**src/rtl/mem_port_arbiter_pkg.sv**
```systemverilog
// -----------------------------------------------------------------------------
// mem_port_arbiter_pkg
//   Shared definitions for the fetch/data memory-port arbiter: FSM state
//   encoding, requester identifiers and the default bus widths used by the
//   pipeline top.
// -----------------------------------------------------------------------------
package mem_port_arbiter_pkg;

  // Default widths, shared with the pipeline top.
  localparam int ADDR_W_DEF = 32;
  localparam int DATA_W_DEF = 32;

  // Streak counter width; supports MAX_D_STREAK up to 15.
  localparam int STREAK_W = 4;

  typedef enum logic [2:0] {
    IDLE   = 3'd0,
    BUSY_I = 3'd1,
    BUSY_D = 3'd2,
    RESP_I = 3'd3,
    RESP_D = 3'd4
  } state_e;

  typedef enum logic {
    REQ_I = 1'b0,
    REQ_D = 1'b1
  } req_id_e;

  // True while a memory access is outstanding (mem_req asserted).
  function automatic logic is_busy(input state_e s);
    return (s == BUSY_I) || (s == BUSY_D);
  endfunction

endpackage

```
**src/rtl/mem_port_arbiter_if.sv**
```systemverilog
// -----------------------------------------------------------------------------
// mem_port_arbiter_if
//   Bundles the fetch port, data port, memory port and stall outputs of the
//   arbiter.
//   slave  : the arbiter's view (serves the pipeline, drives the memory).
//   master : the environment's view (pipeline stages plus memory).
// -----------------------------------------------------------------------------
interface mem_port_arbiter_if
  import mem_port_arbiter_pkg::*;
#(
  parameter int ADDR_W = ADDR_W_DEF,
  parameter int DATA_W = DATA_W_DEF
);
  localparam int BE_W = DATA_W / 8;

  // Fetch port
  logic              i_req;
  logic [ADDR_W-1:0] i_addr;
  logic              i_flush_en;
  logic [DATA_W-1:0] i_rdata;
  logic              i_valid;

  // Data port
  logic              d_req;
  logic              d_we;
  logic [ADDR_W-1:0] d_addr;
  logic [DATA_W-1:0] d_wdata;
  logic [BE_W-1:0]   d_be;
  logic [DATA_W-1:0] d_rdata;
  logic              d_valid;

  // Memory port
  logic              mem_req;
  logic              mem_we;
  logic [ADDR_W-1:0] mem_addr;
  logic [DATA_W-1:0] mem_wdata;
  logic [BE_W-1:0]   mem_be;
  logic              mem_ack;
  logic [DATA_W-1:0] mem_rdata;

  // Stall enables into the pipeline control
  logic              ma_out_stall_f_en;
  logic              ma_out_stall_m_en;

  modport slave (
    input  i_req, i_addr, i_flush_en,
    output i_rdata, i_valid,
    input  d_req, d_we, d_addr, d_wdata, d_be,
    output d_rdata, d_valid,
    output mem_req, mem_we, mem_addr, mem_wdata, mem_be,
    input  mem_ack, mem_rdata,
    output ma_out_stall_f_en, ma_out_stall_m_en
  );

  modport master (
    output i_req, i_addr, i_flush_en,
    input  i_rdata, i_valid,
    output d_req, d_we, d_addr, d_wdata, d_be,
    input  d_rdata, d_valid,
    input  mem_req, mem_we, mem_addr, mem_wdata, mem_be,
    output mem_ack, mem_rdata,
    input  ma_out_stall_f_en, ma_out_stall_m_en
  );

endinterface

```
**src/rtl/mem_port_arbiter_streak_counter.sv**
```systemverilog
// -----------------------------------------------------------------------------
// mem_port_arbiter_streak_counter
//   Saturating up-counter of consecutive data grants made while fetch waits.
//   Ports:
//     clk, rst_n : clock, asynchronous active-low reset
//     inc        : count one more data grant (saturates at MAX_COUNT)
//     clr        : clear to zero (has priority over inc)
//     at_max     : count has reached MAX_COUNT; fetch must win next
// -----------------------------------------------------------------------------
module mem_port_arbiter_streak_counter
  import mem_port_arbiter_pkg::*;
#(
  parameter int MAX_COUNT = 4
) (
  input  logic clk,
  input  logic rst_n,
  input  logic inc,
  input  logic clr,
  output logic at_max
);

  localparam logic [STREAK_W-1:0] MAX_VAL = STREAK_W'(MAX_COUNT);

  logic [STREAK_W-1:0] count;

  // NOTE: state registers use non-blocking (<=) so every flop samples its
  // inputs from before the edge; blocking here would create order-dependent
  // races between always_ff blocks.
  always_ff @(posedge clk or negedge rst_n) begin
    if (!rst_n) begin
      count <= '0;
    end else if (clr) begin
      count <= '0;
    end else if (inc && (count != MAX_VAL)) begin
      count <= count + STREAK_W'(1);
    end
  end

  assign at_max = (count == MAX_VAL);

endmodule

```
**src/rtl/mem_port_arbiter.sv**
```systemverilog
// -----------------------------------------------------------------------------
// mem_port_arbiter
//   Shares one single-port, variable-latency memory between the fetch stage
//   (read-only) and the memory stage (load/store). The data side wins ties
//   because it belongs to the older instruction; a streak counter forces a
//   fetch grant after MAX_D_STREAK consecutive data grants with fetch pending.
//   Each access runs IDLE -> BUSY_x (mem_req held until mem_ack) -> RESP_x
//   (one-cycle valid pulse) -> IDLE. No grant is made in RESP states so the
//   requester has a cycle to drop or advance its request.
//   Ports:
//     clk, rst_n : clock, asynchronous active-low reset
//     bus        : fetch, data and memory ports plus the two stall enables
// -----------------------------------------------------------------------------
module mem_port_arbiter
  import mem_port_arbiter_pkg::*;
#(
  parameter int ADDR_W       = ADDR_W_DEF,
  parameter int DATA_W       = DATA_W_DEF,
  parameter int MAX_D_STREAK = 4
) (
  input  logic                clk,
  input  logic                rst_n,
  mem_port_arbiter_if.slave   bus
);

  localparam int BE_W = DATA_W / 8;

  state_e  state, state_next;
  logic    drop, drop_next;     // outstanding fetch was flushed
  logic    grant;
  req_id_e grant_id;
  logic    streak_inc, streak_clr, streak_at_max;

  logic              mem_we_q;
  logic [ADDR_W-1:0] mem_addr_q;
  logic [DATA_W-1:0] mem_wdata_q;
  logic [BE_W-1:0]   mem_be_q;
  logic [DATA_W-1:0] i_rdata_q;
  logic [DATA_W-1:0] d_rdata_q;

  // ---------------------------------------------------------------------------
  // FSM state register
  // ---------------------------------------------------------------------------
  always_ff @(posedge clk or negedge rst_n) begin
    if (!rst_n) begin
      state <= IDLE;
      drop  <= 1'b0;
    end else begin
      state <= state_next;
      drop  <= drop_next;
    end
  end

  // ---------------------------------------------------------------------------
  // Next-state and grant logic
  // ---------------------------------------------------------------------------
  // NOTE: every signal written here gets a default first; a path that leaves
  // one unassigned would infer a latch.
  always_comb begin
    state_next = state;
    drop_next  = drop;
    grant      = 1'b0;
    grant_id   = REQ_I;

    unique case (state)
      IDLE: begin
        if (bus.d_req && !(bus.i_req && streak_at_max)) begin
          grant      = 1'b1;
          grant_id   = REQ_D;
          state_next = BUSY_D;
        end else if (bus.i_req && !bus.i_flush_en) begin
          grant      = 1'b1;
          grant_id   = REQ_I;
          state_next = BUSY_I;
        end
      end
      BUSY_I:  if (bus.mem_ack) state_next = RESP_I;
      BUSY_D:  if (bus.mem_ack) state_next = RESP_D;
      RESP_I:  state_next = IDLE;
      RESP_D:  state_next = IDLE;
      default: state_next = IDLE;
    endcase

    // A flush while a fetch is in flight lets the memory access finish but
    // suppresses its result. The flag lives only until the FSM is idle again.
    if (state_next == IDLE) begin
      drop_next = 1'b0;
    end else if (((state == BUSY_I) || (state == RESP_I)) && bus.i_flush_en) begin
      drop_next = 1'b1;
    end
  end

  // Streak counts data grants that made a waiting fetch wait longer; any
  // other grant restarts it.
  assign streak_inc = grant && (grant_id == REQ_D) && bus.i_req;
  assign streak_clr = grant && !streak_inc;

  mem_port_arbiter_streak_counter #(
    .MAX_COUNT (MAX_D_STREAK)
  ) u_streak (
    .clk    (clk),
    .rst_n  (rst_n),
    .inc    (streak_inc),
    .clr    (streak_clr),
    .at_max (streak_at_max)
  );

  // ---------------------------------------------------------------------------
  // Datapath: memory command registers and response data
  // ---------------------------------------------------------------------------
  // NOTE: the command and read-data registers are reset too, so the memory
  // port and both rdata outputs are defined (zero) straight out of reset.
  always_ff @(posedge clk or negedge rst_n) begin
    if (!rst_n) begin
      mem_we_q    <= 1'b0;
      mem_addr_q  <= '0;
      mem_wdata_q <= '0;
      mem_be_q    <= '0;
      i_rdata_q   <= '0;
      d_rdata_q   <= '0;
    end else begin
      if (grant) begin
        if (grant_id == REQ_D) begin
          mem_we_q    <= bus.d_we;
          mem_addr_q  <= bus.d_addr;
          mem_wdata_q <= bus.d_wdata;
          mem_be_q    <= bus.d_be;
        end else begin
          // Fetches are full-word reads; write data is irrelevant and held.
          mem_we_q    <= 1'b0;
          mem_addr_q  <= bus.i_addr;
          mem_be_q    <= '1;
        end
      end

      // A fetch flushed before or in its ack cycle must not update i_rdata.
      if ((state == BUSY_I) && bus.mem_ack && !drop && !bus.i_flush_en) begin
        i_rdata_q <= bus.mem_rdata;
      end

      // Stores leave the last load data in place.
      if ((state == BUSY_D) && bus.mem_ack && !mem_we_q) begin
        d_rdata_q <= bus.mem_rdata;
      end
    end
  end

  // ---------------------------------------------------------------------------
  // Outputs
  // ---------------------------------------------------------------------------
  // Handshake outputs decode the state directly, so an asynchronous reset
  // drops them immediately.
  assign bus.mem_req   = is_busy(state);
  assign bus.mem_we    = mem_we_q;
  assign bus.mem_addr  = mem_addr_q;
  assign bus.mem_wdata = mem_wdata_q;
  assign bus.mem_be    = mem_be_q;

  assign bus.i_valid   = (state == RESP_I) && !drop;
  assign bus.i_rdata   = i_rdata_q;
  assign bus.d_valid   = (state == RESP_D);
  assign bus.d_rdata   = d_rdata_q;

  assign bus.ma_out_stall_f_en = bus.i_req && !bus.i_valid;
  assign bus.ma_out_stall_m_en = bus.d_req && !bus.d_valid;

endmodule

```
**src/flat_wrapper.sv**
```systemverilog
// flat-port wrapper written by rule: the top's interface ports become plain ports
module mem_port_arbiter_flat import mem_port_arbiter_pkg::*;
#(
  parameter int ADDR_W       = ADDR_W_DEF,
  parameter int DATA_W       = DATA_W_DEF,
  parameter int MAX_D_STREAK = 4
)
  (clk, rst_n, bus_i_req, bus_i_addr, bus_i_flush_en, bus_i_rdata, bus_i_valid, bus_d_req, bus_d_we, bus_d_addr, bus_d_wdata, bus_d_be, bus_d_rdata, bus_d_valid, bus_mem_req, bus_mem_we, bus_mem_addr, bus_mem_wdata, bus_mem_be, bus_mem_ack, bus_mem_rdata, bus_ma_out_stall_f_en, bus_ma_out_stall_m_en);
  mem_port_arbiter_if #(.ADDR_W(ADDR_W), .DATA_W(DATA_W)) bus_i ();
  input  logic clk;
  input  logic rst_n;
  input wire logic [$bits(bus_i.i_req)-1:0] bus_i_req;
  input wire logic [$bits(bus_i.i_addr)-1:0] bus_i_addr;
  input wire logic [$bits(bus_i.i_flush_en)-1:0] bus_i_flush_en;
  output wire logic [$bits(bus_i.i_rdata)-1:0] bus_i_rdata;
  output wire logic [$bits(bus_i.i_valid)-1:0] bus_i_valid;
  input wire logic [$bits(bus_i.d_req)-1:0] bus_d_req;
  input wire logic [$bits(bus_i.d_we)-1:0] bus_d_we;
  input wire logic [$bits(bus_i.d_addr)-1:0] bus_d_addr;
  input wire logic [$bits(bus_i.d_wdata)-1:0] bus_d_wdata;
  input wire logic [$bits(bus_i.d_be)-1:0] bus_d_be;
  output wire logic [$bits(bus_i.d_rdata)-1:0] bus_d_rdata;
  output wire logic [$bits(bus_i.d_valid)-1:0] bus_d_valid;
  output wire logic [$bits(bus_i.mem_req)-1:0] bus_mem_req;
  output wire logic [$bits(bus_i.mem_we)-1:0] bus_mem_we;
  output wire logic [$bits(bus_i.mem_addr)-1:0] bus_mem_addr;
  output wire logic [$bits(bus_i.mem_wdata)-1:0] bus_mem_wdata;
  output wire logic [$bits(bus_i.mem_be)-1:0] bus_mem_be;
  input wire logic [$bits(bus_i.mem_ack)-1:0] bus_mem_ack;
  input wire logic [$bits(bus_i.mem_rdata)-1:0] bus_mem_rdata;
  output wire logic [$bits(bus_i.ma_out_stall_f_en)-1:0] bus_ma_out_stall_f_en;
  output wire logic [$bits(bus_i.ma_out_stall_m_en)-1:0] bus_ma_out_stall_m_en;
  assign bus_i.i_req = bus_i_req;
  assign bus_i.i_addr = bus_i_addr;
  assign bus_i.i_flush_en = bus_i_flush_en;
  assign bus_i_rdata = bus_i.i_rdata;
  assign bus_i_valid = bus_i.i_valid;
  assign bus_i.d_req = bus_d_req;
  assign bus_i.d_we = bus_d_we;
  assign bus_i.d_addr = bus_d_addr;
  assign bus_i.d_wdata = bus_d_wdata;
  assign bus_i.d_be = bus_d_be;
  assign bus_d_rdata = bus_i.d_rdata;
  assign bus_d_valid = bus_i.d_valid;
  assign bus_mem_req = bus_i.mem_req;
  assign bus_mem_we = bus_i.mem_we;
  assign bus_mem_addr = bus_i.mem_addr;
  assign bus_mem_wdata = bus_i.mem_wdata;
  assign bus_mem_be = bus_i.mem_be;
  assign bus_i.mem_ack = bus_mem_ack;
  assign bus_i.mem_rdata = bus_mem_rdata;
  assign bus_ma_out_stall_f_en = bus_i.ma_out_stall_f_en;
  assign bus_ma_out_stall_m_en = bus_i.ma_out_stall_m_en;
  mem_port_arbiter #(.ADDR_W(ADDR_W), .DATA_W(DATA_W), .MAX_D_STREAK(MAX_D_STREAK)) u_core (.clk(clk), .rst_n(rst_n), .bus(bus_i));
endmodule
```
**config.mk**
```make
export PLATFORM = sky130hd
export DESIGN_NAME = mem_port_arbiter_flat
export DESIGN_NICKNAME = d
export VERILOG_FILES = /design/src/rtl/mem_port_arbiter_pkg.sv /design/src/rtl/mem_port_arbiter_if.sv /design/src/rtl/mem_port_arbiter_streak_counter.sv /design/src/rtl/mem_port_arbiter.sv /design/src/flat_wrapper.sv
export SDC_FILE = /design/constraint.sdc
export NUM_CORES = 1
export LEC_CHECK = 0
export CAP_MARGIN = 20
export CORE_UTILIZATION = 33
export DETAILED_ROUTE_END_ITERATION = 6
export GPL_TIMING_DRIVEN = 0
export MAX_ROUTING_LAYER = met4
export PLACE_DENSITY = 0.67
export SLEW_MARGIN = 40
export SYNTH_ARGS = -nofsm -noshare
export SYNTH_HDL_FRONTEND = slang
export SYNTH_HIERARCHICAL = 1
export SYNTH_SLANG_ARGS = --single-unit
```
**constraint.sdc**
```tcl
create_clock -name clk -period 2.7 [get_ports clk]
set_input_delay 0.405 -clock clk [delete_from_list [all_inputs] [get_ports clk]]
set_output_delay 0.405 -clock clk [all_outputs]
set_load 0.01 [all_outputs]
```
* Yosys cells after proc, flatten, opt, wreduce, memory -nomap -nowiden
Index checks and enable logic that the tools add are counted.
** Cells by class
- Add/subtract/negate cells :: 1
- $mul :: 0
- Divide/modulo/power cells :: 0
- Order comparisons :: 0
- Equal/unequal tests :: 6
- Shifts and indexed selects :: 0
- Muxes and demuxes :: 17
- Bitwise logic cells :: 0
- Reductions and logical operators :: 30
** Operators by type and width (count)
- $mux 32 :: 1
- $logic_and 1x1->1 :: 16
- $mux 3 :: 4
- $mux 4 :: 3
- $pmux 3 s3 :: 1
- $mux 1 :: 8
- $logic_not 1->1 :: 7
- $eq 3x2->1 const B :: 2
- $logic_not 3->1 :: 2
- $add 4x1->4 const B :: 1
- $eq 4x3->1 const B :: 1
- $ne 4x3->1 const B :: 1
- $reduce_bool 2->1 :: 2
- $eq 3x1->1 const B :: 1
- $eq 3x3->1 const B :: 1
- $logic_or 1x1->1 :: 2
- $reduce_and 2->1 :: 1
** Storage, ports and cells
- Bits in registers :: 141
- Bits in latches :: 0
- Bits in writable memories :: 0
- Bits in read-only memories :: 0
- Output and inout bits :: 138
- Word-level logic and storage cells :: 63
- Memories :: 0

* Longest topological paths before layout
Gate-level depths: netlist of the first run.
- Depth after elaboration :: 11
- Depth in mapped cells :: 10
- Gate-level depth less buffers :: 9

* Modules after synthesis
The synthesis of the first run kept the hierarchy.
** By module, submodules not included
- mem_port_arbiter :: times used 1, cells each 360, area each 5781.8 um2, sequential area each 3428.3 um2
- mem_port_arbiter_streak_counter :: times used 1, cells each 24, area each 234.0 um2, sequential area each 100.1 um2

* Least setup slack after synthesis of the first run
OpenSTA, ideal clock, no wires.
- Path kind :: register -> register
- Start point :: register u_core.u_streak.count[0]
- End point :: register u_core.u_streak.count[3]
- Data arrival time :: 2.001 ns
- Data required time :: 2.623 ns
- Slack :: 0.622 ns
- Cell stages (with the launch flop) :: 11
- Clock period less this slack :: 2.078 ns
- Path through :: dfrtp_1 > inv_1 > ha_1 > nand3b_4 > inv_2 > a21boi_1 > clkbuf_1 > and3_1 > nand4_1 > or3_1 > a21oi_1
** On the way
- Cells in the longest elaborated chain, start to end :: 11
- Elaborated cells on any way between the ends :: 18
- Those cells by class :: 1 x add/sub; 2 x eq/ne; 6 x mux; 9 x reduce/logical
** Ends and longest elaborated chain
- start: declaration :: RTL line mem_port_arbiter_streak_counter.sv:24 : logic [STREAK_W-1:0] count;
- start signal: assignment :: RTL line mem_port_arbiter_streak_counter.sv:35 : count <= count + STREAK_W'(1);
- $eq 4x3->1 * :: RTL line mem_port_arbiter_streak_counter.sv:39 : assign at_max = (count == MAX_VAL);
- named net u_core.streak_at_max :: RTL line mem_port_arbiter.sv:32 : logic streak_inc, streak_clr, streak_at_max;
- $logic_and 1x1->1 * :: RTL line mem_port_arbiter.sv:67 : if (bus.d_req && !(bus.i_req && streak_at_max)) begin
- $logic_not 1->1 * :: RTL line mem_port_arbiter.sv:67
- $logic_and 1x1->1 * :: RTL line mem_port_arbiter.sv:67
- $mux 1 :: RTL line mem_port_arbiter.sv:67
- $mux 1 :: RTL line mem_port_arbiter.sv:65 : unique case (state)
- $logic_and 1x1->1 * (2 in a row) :: RTL line mem_port_arbiter.sv:95 : assign streak_inc = grant && (grant_id == REQ_D) && bus.i_req;
- named net u_core.streak_inc :: RTL line mem_port_arbiter.sv:32
- $logic_not 1->1 :: RTL line mem_port_arbiter.sv:96 : assign streak_clr = grant && !streak_inc;
- $logic_and 1x1->1 :: RTL line mem_port_arbiter.sv:96
- $mux 4 or $reduce_bool 2->1 (tied branches)
The timed path passes the listed nets; every way through them passes the cells marked *. The select of a mux whose other input is x is not followed.
A chain may end at the register's enable or synchronous reset.

* Final worst setup path of the first run
Same ends and word-level chain as after synthesis.

==> flow_metrics.tcl, run 1 <==
set metrics [dict create \
    routed_wl_microns 16100 \
    clk_pin_slew_ns 0.06 \
    crit_family "simple AND/OR/NAND/NOR gates" \
    num-fill-cells 1473 \
    synth_cell_types 43 \
    placedInstanceArea_sq_mm 0.00910 \
    tns_ns 0 \
    slew_headroom_pct 63.6 \
    seq_power_share_pct 32.1 \
    cts_tree "done" \
    antenna_cells 0 \
    synth_commonest_cells "dfrtp_1 (141), mux2_4 (60), mux2_2 (35)" \
    final_nets 822 \
    power.leakage_nw 4.37 \
    stdcell_count 923 \
    pin_count 277 \
    maxCapViolations 0 \
    synth.top_cell.area_share_pct 58.7 \
    worstPathCellList "inv_1 > ha_1 > nand3b_4 > inv_2 > a21boi_1 > clkbuf_1 > and3_1 > nand4_1 > or3_1 > a21oi_1" \
    worst_path_largest_cell_delay_ns 0.39 \
    grt_max_degree 74 \
    netSwitchingPower_mw 3.42 \
    yosysWarnings 6 \
    chipWidth_microns 137 \
    drt_iter0_drc 134 \
    grt_pass1_vias 4778 \
    hold_viol 0 \
    synth_area_leader_cell "dfrtp_1" \
    htree_num_levels 4 \
    start_util_pct 33.6 \
    powerDensity_mw_per_mm2 1190 \
    clk_latency_ns 0.41 \
    fin_area_sq_mm 0.00978 \
    critPathMaxFanout 10 \
    crit_slowest_cell "and3_1" \
    cp_data_arrival_time_ns 2.81 \
    rsz0062_at_grt "false" \
    worst_setup_path_end_kind "flip-flop" \
    core_area_sq_mm 0.0179 \
    share_comb_of_total_power_pct 45.1 \
    worstMarginPinSlew_ns 0.546 \
    grt_first_pass_wirelength_microns 24600 \
    holdCritPathClass "reg2reg" \
    cts_buffers 17 \
    hpwlAfterDp_microns 11800 \
    synth_cells 384 \
    ctsLongestPathBuffers 2 \
    clk_root_buffer_cell "clkbuf_16" \
    fin_crit_ns 2.48 \
    placementRows 49 \
    placedCellCount 890 \
    irDropWorstVdd_mv 0.807 \
    wl_per_cell_microns 17.4 \
    fp.dieH_microns 137 \
    dr.pass1.iters 4 \
    post-synth-top-count-cell "dfrtp_1" \
    avgSynthCellArea_sq_um 15.7 \
    vias_per_cell 4.78 \
    syn_area_sq_mm 0.00602 \
    grt_usage_pct 17.8 \
    required_ns 3.03 \
    syn_to_final_growth_pct 62.6 \
    slew_violations 0 \
    cts_setup_buffers 0 \
    drc 0 \
    ys.flop_type "dfrtp_1" \
    critPathLaunchType "flip-flop" \
    min_period_over_period_pct 92.0 \
    antenna_found_initial 0 \
    intPower_mw 8.24 \
    synthArstFlopShare_pct 100 \
    vias 4415 \
    synth_area_leaders "dfrtp_1 (59%), mux2_4 (15%), mux2_2 (6.6%), a221o_1 (5.3%), and3_1 (3.5%)" \
    ys_ff_latch 141 \
    clock_skew_ns 0.0125 \
    drtAntennaViolNets 0 \
    clock.fmax_mhz 403 \
    final-setup-viol-count 0 \
    design.die.area_sq_mm 0.0188 \
    crit_buf_inv 3 \
    ys_seq_area_share_pct 58.7 \
    p_clk_share_pct 22.8 \
    critPathKind "reg2reg" \
    syn-num-nets 525 \
    sw_frac_of_total_pct 29.3 \
    gp_congestion 0.793 \
    synth_edf_count 0 \
    overflow 0 \
    clock-sinks 141 \
    outcome "finished, final reports clean" \
    io_buffer_count 276 \
    post-route-util_pct 54.7 \
    final_layout_size_suffix_gt1_share_pct 23.1 \
]
==> per-stage QoR <==
step	setup slack (ns)	power, mW	hold slack, ns
global route	0.00847	12.3	0.519
detailed placement	0.162	9.04	0.390
global placement	-4.27	8.91	0.473
finish	0.216	11.7	0.502
CTS	0.221	11.8	0.505
floorplan	0.622	6.23	0.109
==> power by group through the flow <==
stage	Combinational, mW	Clock, mW	Sequential, mW
global placement	5.21	0	3.70
CTS	5.32	2.74	3.75
floorplan	2.08	0	4.15
detailed placement	5.30	0	3.74
global route	5.60	2.84	3.87
finish	5.26	2.66	3.74
==> flip-flops by register name, summed over array words and instances (netlist names) <==
name / cells
u_core/bus.d_rdata: 32
u_core/bus.i_rdata: 32
u_core/bus.mem_addr: 32
u_core/bus.mem_be: 4
u_core/bus.mem_wdata: 32
u_core/bus.mem_we: 1
u_core/drop: 1
u_core/state: 3
u_core/u_streak/count: 4
==> metal layers <==
layer / share of wire, % / vias to the layer above / track usage (%) / wire length, microns
met3: 6.3 / 20 / 5.00 / 1020
met5: 0 / - / - / 0
met1: 42 / 2200 / 20.6 / 6790
li1: - / 2021 / - / -
met2: 50 / 174 / 29.5 / 8010
met4: 1.7 / 0 / 6.47 / 278
==> cells in the final DEF (no fill, tap or decap), drive strengths merged, types with 3 or more instances in the layout <==
master	instances
nor2b	4
clkdlybuf4s50	275
nor3	4
mux2	96
clkbuf	25
clkinv	5
o22a	4
and3	34
nand3	3
a21oi	7
bufinv	6
a21o	3
dfrtp	141
a221o	32
inv	5
buf	23
nor2	3
==> what timing repair did <==
action                    CTS  global route
hold buffers                1             0
hold endpoints to repair   68             0
resized for setup           0             0
==> layout make-up <==
class	instances	area (sq um)	area share, %
Buffer	28	238	2.43
Clock buffer	18	439	4.49
Clock inverter	14	238	2.43
Inverter	3	11.3	0.115
Multi-Input combinational cell	212	2240	22.9
Sequential cell	141	3530	36.1
Tap cell	229	287	2.93
Timing Repair Buffer	278	2810	28.7
==> path summary, 6_finish.rpt <==
kind	from	end	slack [ns]	depth (start not counted)
worst max-delay path	u_core/u_streak/count[0]	u_core/u_streak/count[3]	0.22	10
worst min-delay path	u_core/bus.mem_be[1]	u_core/bus.mem_be[1]	0.50	1
worst min register to register	u_core/bus.mem_be[1]	u_core/bus.mem_be[1]	0.50	1
min in group asynchronous	rst_n	u_core/bus.i_rdata[9]	0.53	2
max in group asynchronous	rst_n	u_core/bus.i_rdata[22]	1.41	3
worst max register to register	u_core/u_streak/count[0]	u_core/u_streak/count[3]	0.22	10
==> cell families (layout without fill, tap and decap cells) <==
kind of cell	after synthesis	after routing	synth area share, %
mux	96	96	21.7
flops	141	141	58.7
fa+ha+maj	2	2	0.416
compound gates	51	51	7.67
simple gates	62	62	7.26
buf+inv	31	341	4.14
xor+xnor	1	1	0.146
Note: power is estimated with default switching activity, not from simulation.
==> run 2, diff against run 1 <==
- GPL_TIMING_DRIVEN: 0 -> not set
- SKIP_LAST_GASP: not set -> 1
==> run 2 against run 1 <==
Register-to-register slack improved by 0.31 ns. Global-route usage decreased by 0.36 points. Clock power down 15%. Combinational power fell by 3%. Cell area down 2.2%. Sequential share of layout area increased by 0.81 points. Core utilization fell by 1.2 points. Non-clock buffer count shrank 16. Setup slack worse by 0.021 ns. Worst hold slack lost 0.0071 ns. Die area stayed put. Sequential power up 1%.
==> flow_metrics.tcl, run 2 (synthesized netlist as in run 1, its figures left out) <==
set metrics [dict create \
    layout_common_cells "clkdlybuf4s50_1 (275), dfrtp_1 (141), mux2_4 (60)" \
    antenna_found_initial 0 \
    gp_congestion 0.758 \
    cts_hold_buf 1 \
    worstSetupStartpoint "u_core/state[0]" \
    tns_ns 0 \
    min_from "u_core/bus.mem_be[0]" \
    final_layout_size_suffix_gt1_share_pct 22.2 \
    cts_buffers 17 \
    vias_per_cell 4.72 \
    slew_headroom_pct 57.8 \
    clk_pin_slew_ns 0.06 \
    antenna_cells 0 \
    slew_violations 0 \
    routed_wl_microns 15600 \
    reg2reg_depth 9 \
    critPathKind "reg2out" \
    rsz0062_at_grt "false" \
    clock.fmax_mhz 399 \
    crit_buf_inv 1 \
    required_ns 2.30 \
    hold_path_depth 1 \
    num-fill-cells 1475 \
    clock-sinks 141 \
    final-setup-viol-count 0 \
    critPathLaunchType "flip-flop" \
    worstMarginPinSlew_ns 0.633 \
    syn_to_final_growth_pct 59.1 \
    maxCapViolations 0 \
    hold_path_end "u_core/bus.mem_be[0]" \
    grt_max_degree 76 \
    pin_count 277 \
    placedCellCount 873 \
    drt_iter0_drc 124 \
    design.die.area_sq_mm 0.0188 \
    drtAntennaViolNets 0 \
    r2r_end "u_core/bus.mem_wdata[2]" \
    dr.pass1.iters 4 \
    crit_slowest_cell "clkdlybuf4s50_1" \
    fp.dieH_microns 137 \
    holdCritPathClass "reg2reg" \
    worst_path_largest_cell_delay_ns 0.63 \
    r2r-start "u_core/u_streak/count[0]" \
    gr-max-usage-layer "met2" \
    worstPathCellList "nor4bb_1 > clkdlybuf4s50_1" \
    cp.depth 2 \
    cp_data_arrival_time_ns 2.10 \
    htree_num_levels 4 \
    stdcell_count 906 \
    clk_root_buffer_cell "clkbuf_16" \
    overflow 0 \
    final_nets 806 \
    grt_usage_pct 17.5 \
    cts-resized-gates 0 \
    outcome "finished, final reports clean" \
    power.leakage_nw 4.25 \
    core_area_sq_mm 0.0179 \
    cts_setup_buffers 0 \
    min_period_over_period_pct 92.8 \
    crit_family "buffers and inverters" \
    drc 0 \
    r2r_slack_ns 0.53 \
    grt_first_pass_wirelength_microns 24200 \
    grtUsageMet2_pct 28.3 \
    io_buffer_count 276 \
    grt_pass1_vias 4613 \
    final_common_cell "clkdlybuf4s50_1" \
    grtUsageMet3_pct 5.41 \
    fin_crit_ns 2.50 \
    hpwlAfterDp_microns 11400 \
    irDropWorstVdd_mv 0.649 \
    chipWidth_microns 137 \
    hold_viol 0 \
    start_util_pct 33.6 \
    clk_latency_ns 0.41 \
    placementRows 49 \
    powerDensity_mw_per_mm2 1160 \
    wl_per_cell_microns 17.3 \
    clock_skew_ns 0.00814 \
    ctsLongestPathBuffers 2 \
    vias 4275 \
    cts_tree "done" \
    worst_setup_path_end_kind "output pin" \
    critPathMaxFanout 12 \
    grt_use_met1_pct 20.7 \
]
==> run 2: cell types whose count changed in the layout (fill, tap and decap cells not counted), moves of 2 or more <==
| cell | previous run | this run |
|---|---|---|
| inv_6 | 2 | 0 |
| bufinv_16 | 6 | 2 |
| buf_12 | 0 | 3 |
| buf_4 | 3 | 9 |
| buf_2 | 4 | 0 |
| clkbuf_1 | 7 | 2 |
| buf_8 | 4 | 1 |
| buf_6 | 11 | 1 |
==> run 2: stage by stage <==
stage	power (mW)	hold WS, ns	setup WS, ns	cell area [sq um]	util, %
after floorplan	6.23	0.109	0.622	6020	-
after global placement	8.77	0.381	0.195	8970	50.1
after detailed placement	8.90	0.386	0.189	8970	50.1
after CTS	11.3	0.496	0.140	9550	53.4
after global routing	11.8	0.517	0.0497	9570	53.5
final	11.1	0.495	0.195	9570	53.5
==> run 2: metal layers <==
| metal | wire length, microns | vias up |
|---|---|---|
| met4 | 200 | 0 |
| met5 | 0 | - |
| met2 | 7720 | 173 |
| met3 | 1030 | 13 |
| li1 | - | 1987 |
| met1 | 6670 | 2102 |
==> run 2: cell type report <==
cell class              count  area (sq um)  area share, %
inverters                   3          11.3          0.118
clock inverters            10           116           1.22
flip-flops and latches    141          3530           36.9
repair buffers            290          2920           30.5
multi-input cells         212          2250           23.5
clock buffers              21           460           4.81
well taps                 229           287           2.99
==> run 2: worst max path at each step <==
stage / to / slack (ns)
6_report: bus_i_valid / 0.20
4_1_cts: bus_i_valid / 0.14
3_5_place_dp: u_core/u_streak/count[2] / 0.19
5_1_grt: bus_i_valid / 0.05
3_3_place_gp: u_core/bus.mem_addr[9] / 0.20
2_1_floorplan: u_core/u_streak/count[3] / 0.62
==> run 2: report_power, final <==
part	total (mW)	internal (mW)	switching (mW)
sequential	3.79	3.14	0.645
clock	2.27	1.40	0.871
combinational	5.09	3.25	1.84
total	11.1	7.79	3.36
==> run 3, diff against run 2 <==
- CTS_CLUSTER_DIAMETER: not set -> 30
- SYNTH_HIERARCHICAL: 1 -> not set
==> run 3 against run 2 <==
The flow now finishes with violations (hold timing). Largest power group unchanged. Count of clock-buffer cells in the layout decreased by 2. Flip-flop and latch count unchanged. Critical endpoint unchanged. Via count increased by 19%. Wire length increased by 18%. Critical path depth increased by 1. Core utilization increased by 0.52 points. Sequential power about the same.
==> flow_metrics.tcl, run 3 <==
set metrics [dict create \
    synth.top_cell.area_share_pct 58.6 \
    clock_skew_ns 0.0122 \
    seq_power_share_pct 32.5 \
    hpwlAfterDp_microns 13000 \
    overflow 0 \
    maxCapViolations 0 \
    share_comb_of_total_power_pct 45.6 \
    layout_common_cells "clkdlybuf4s50_1 (275), dfrtp_1 (141), mux2_2 (88)" \
    min_period_over_period_pct 90.6 \
    rsz0062_at_grt "false" \
    fin_area_sq_mm 0.00966 \
    cts_setup_buffers 0 \
    p_clk_share_pct 21.9 \
    tns_ns 0 \
    ys.flop_type "dfrtp_1" \
    sw_frac_of_total_pct 33.2 \
    design.die.area_sq_mm 0.0188 \
    slew_violations 0 \
    netSwitchingPower_mw 3.88 \
    placedInstanceArea_sq_mm 0.00901 \
    drt_iter0_drc 219 \
    route.met3.wl_microns 1690 \
    antenna_found_initial 2 \
    wl_met1_microns 7640 \
    slew_headroom_pct 57.4 \
    worst_setup_path_end_kind "output pin" \
    critPathKind "reg2out" \
    syn_area_sq_mm 0.00602 \
    power.leakage_nw 3.85 \
    drc 0 \
    ys_ff_latch 141 \
    grt_max_degree 67 \
    critPathLaunchType "flip-flop" \
    cts_tree "done" \
    cts_buffers 17 \
    chipWidth_microns 137 \
    required_ns 2.30 \
    clk_latency_ns 0.42 \
    intPower_mw 7.81 \
    ys_seq_area_share_pct 58.6 \
    vias 5088 \
    grt_usage_pct 20.2 \
    wl_per_cell_microns 18.7 \
    htree_num_levels 4 \
    vias_per_cell 5.14 \
    syn_to_final_growth_pct 60.6 \
    synth_area_leaders "dfrtp_1 (59%), mux2_2 (16%), a31oi_1 (3.4%), nor4_1 (3.4%), o21ai_0 (3.0%)" \
    hold_ws_ns -0.0183 \
    clock-sinks 141 \
    grt_first_pass_wirelength_microns 27600 \
    irDropWorstVdd_mv 0.573 \
    fin_crit_ns 2.45 \
    io_buffer_count 276 \
    yosysWarnings 0 \
    final_nets 887 \
    clock.fmax_mhz 409 \
    synthMuxAreaShare_pct 18.1 \
    violations "hold timing" \
    synth_cell_types 38 \
    start_util_pct 33.6 \
    powerDensity_mw_per_mm2 1210 \
    synthSimpleGateAreaFrac_pct 10.1 \
    pin_count 277 \
    critPathMaxFanout 12 \
    ctsLongestPathBuffers 2 \
    syn-num-nets 620 \
    synthArstFlopShare_pct 100 \
    fp.dieH_microns 137 \
    clk_root_buffer_cell "clkbuf_16" \
    placedCellCount 956 \
    synth_edf_count 0 \
    synth-compound-area-share_pct 8.21 \
    post-synth-top-count-cell "dfrtp_1" \
    core_area_sq_mm 0.0179 \
    cts-resized-gates 0 \
    drtAntennaViolNets 0 \
    cts_hold_buf 0 \
    avgSynthCellArea_sq_um 12.6 \
    synthXorXnorAreaFrac_pct 0.146 \
    routed_wl_microns 18500 \
    stdcell_count 990 \
    outcome "finished, violations left" \
    gp_congestion 0.807 \
    final-setup-viol-count 0 \
    holdCritPathClass "in2async" \
    synth_top_family_by_area "multiplexers" \
    cp_data_arrival_time_ns 2.04 \
    synth_cells 479 \
    synth_area_leader_cell "dfrtp_1" \
    dr.pass1.iters 5 \
    worstMarginPinSlew_ns 0.638 \
    placementRows 49 \
    p_total_mw 11.7 \
    clk_pin_slew_ns 0.06 \
    num-fill-cells 1493 \
    wl_met2_microns 8970 \
    synth_commonest_cells "dfrtp_1 (141), mux2_2 (88), o21ai_0 (36)" \
    final_common_cell "clkdlybuf4s50_1" \
    final_layout_size_suffix_gt1_share_pct 19.0 \
    hold_viol 7 \
    synth_adder_area_share_pct 0.416 \
    grt_pass1_vias 5196 \
    top_layer "met4" \
]
## run 3: cell count changes after synthesis, sizes merged, moves of 3 or more
cell	delta
clkbuf	+23
nand3	+32
nor4	+32
nand4	+6
a31oi	+33
and3	-34
a21o	-3
buf	-6
o22a	-4
o21ai	+36
a221o	-32
o32ai	+3
## run 3: cell type report
cell class                 instances  area, sq um  area share (%)
antenna                            2         5.00          0.0518
clock buffer                      19          443            4.58
clock inverter                    13          204            2.11
inverter                           6         22.5           0.233
multi-input combinational        287         2240            23.2
sequential                       141         3530            36.5
tap                              229          287            2.97
timing repair buffer             293         2930            30.3
## run 3: through the flow
| step | hold slack [ns] | utilization [%] | worst slack, ns |
|---|---|---|---|
| after CTS | 0.000826 | 53.9 | 0.196 |
| after floorplan | 0.109 | - | 0.815 |
| after global routing | 0.0342 | 54.0 | 0.0475 |
| after global placement | 0.448 | 50.3 | 0.469 |
| after detailed placement | 0.461 | 50.3 | 0.416 |
| final | -0.0183 | 54.0 | 0.253 |
## run 3: cells by family (layout without fill, tap and decap cells)
group                      Yosys count  count (layout)
DFF                                141             141
and+or+nand+nor                    101             101
other                                0               2
adders and majority gates            2               2
muxes                               97              97
buffers and inverters               51             331
xor gates and xnor gates             1               1
AOI/OAI and AO/OA                   86              86
## run 3: routing by layer
metal	track usage, %	vias to the layer above
li1	-	2318
met1	24.1	2486
met2	33.1	267
met3	5.89	17
met4	5.68	0
met5	-	-
## run 3: power groups by stage
stage          Combinational (mW)  Sequential [mW]  Clock, mW
6_report                     5.33             3.80       2.56
3_3_place_gp                 5.25             3.79          0
2_1_floorplan                2.05             4.19          0
5_1_grt                      5.72             3.95       2.71
4_1_cts                      5.40             3.82       2.62
3_5_place_dp                 5.38             3.84          0
## run 3: worst paths after layout
kind,to,from,slack (ns),cells after the start
max,bus_i_valid,u_core.state[0],0.25,3
min,u_core.bus.mem_addr[12],rst_n,-0.02,1
max reg2reg,u_core.bus.mem_wdata[23],u_core.state[1],0.60,4
min reg2reg,u_core.bus.i_rdata[15],u_core.bus.i_rdata[15],0.49,1
max in group asynchronous,u_core.bus.d_rdata[13],rst_n,1.96,2
min in group clk,u_core.bus.i_rdata[15],u_core.bus.i_rdata[15],0.49,1
## run 3: worst max-delay path: stages, from the launching register on
cell and delay (ns):
dfrtp_1 0.59, nand2b_1 0.13, nor3b_1 0.28, clkdlybuf4s50_1 0.63
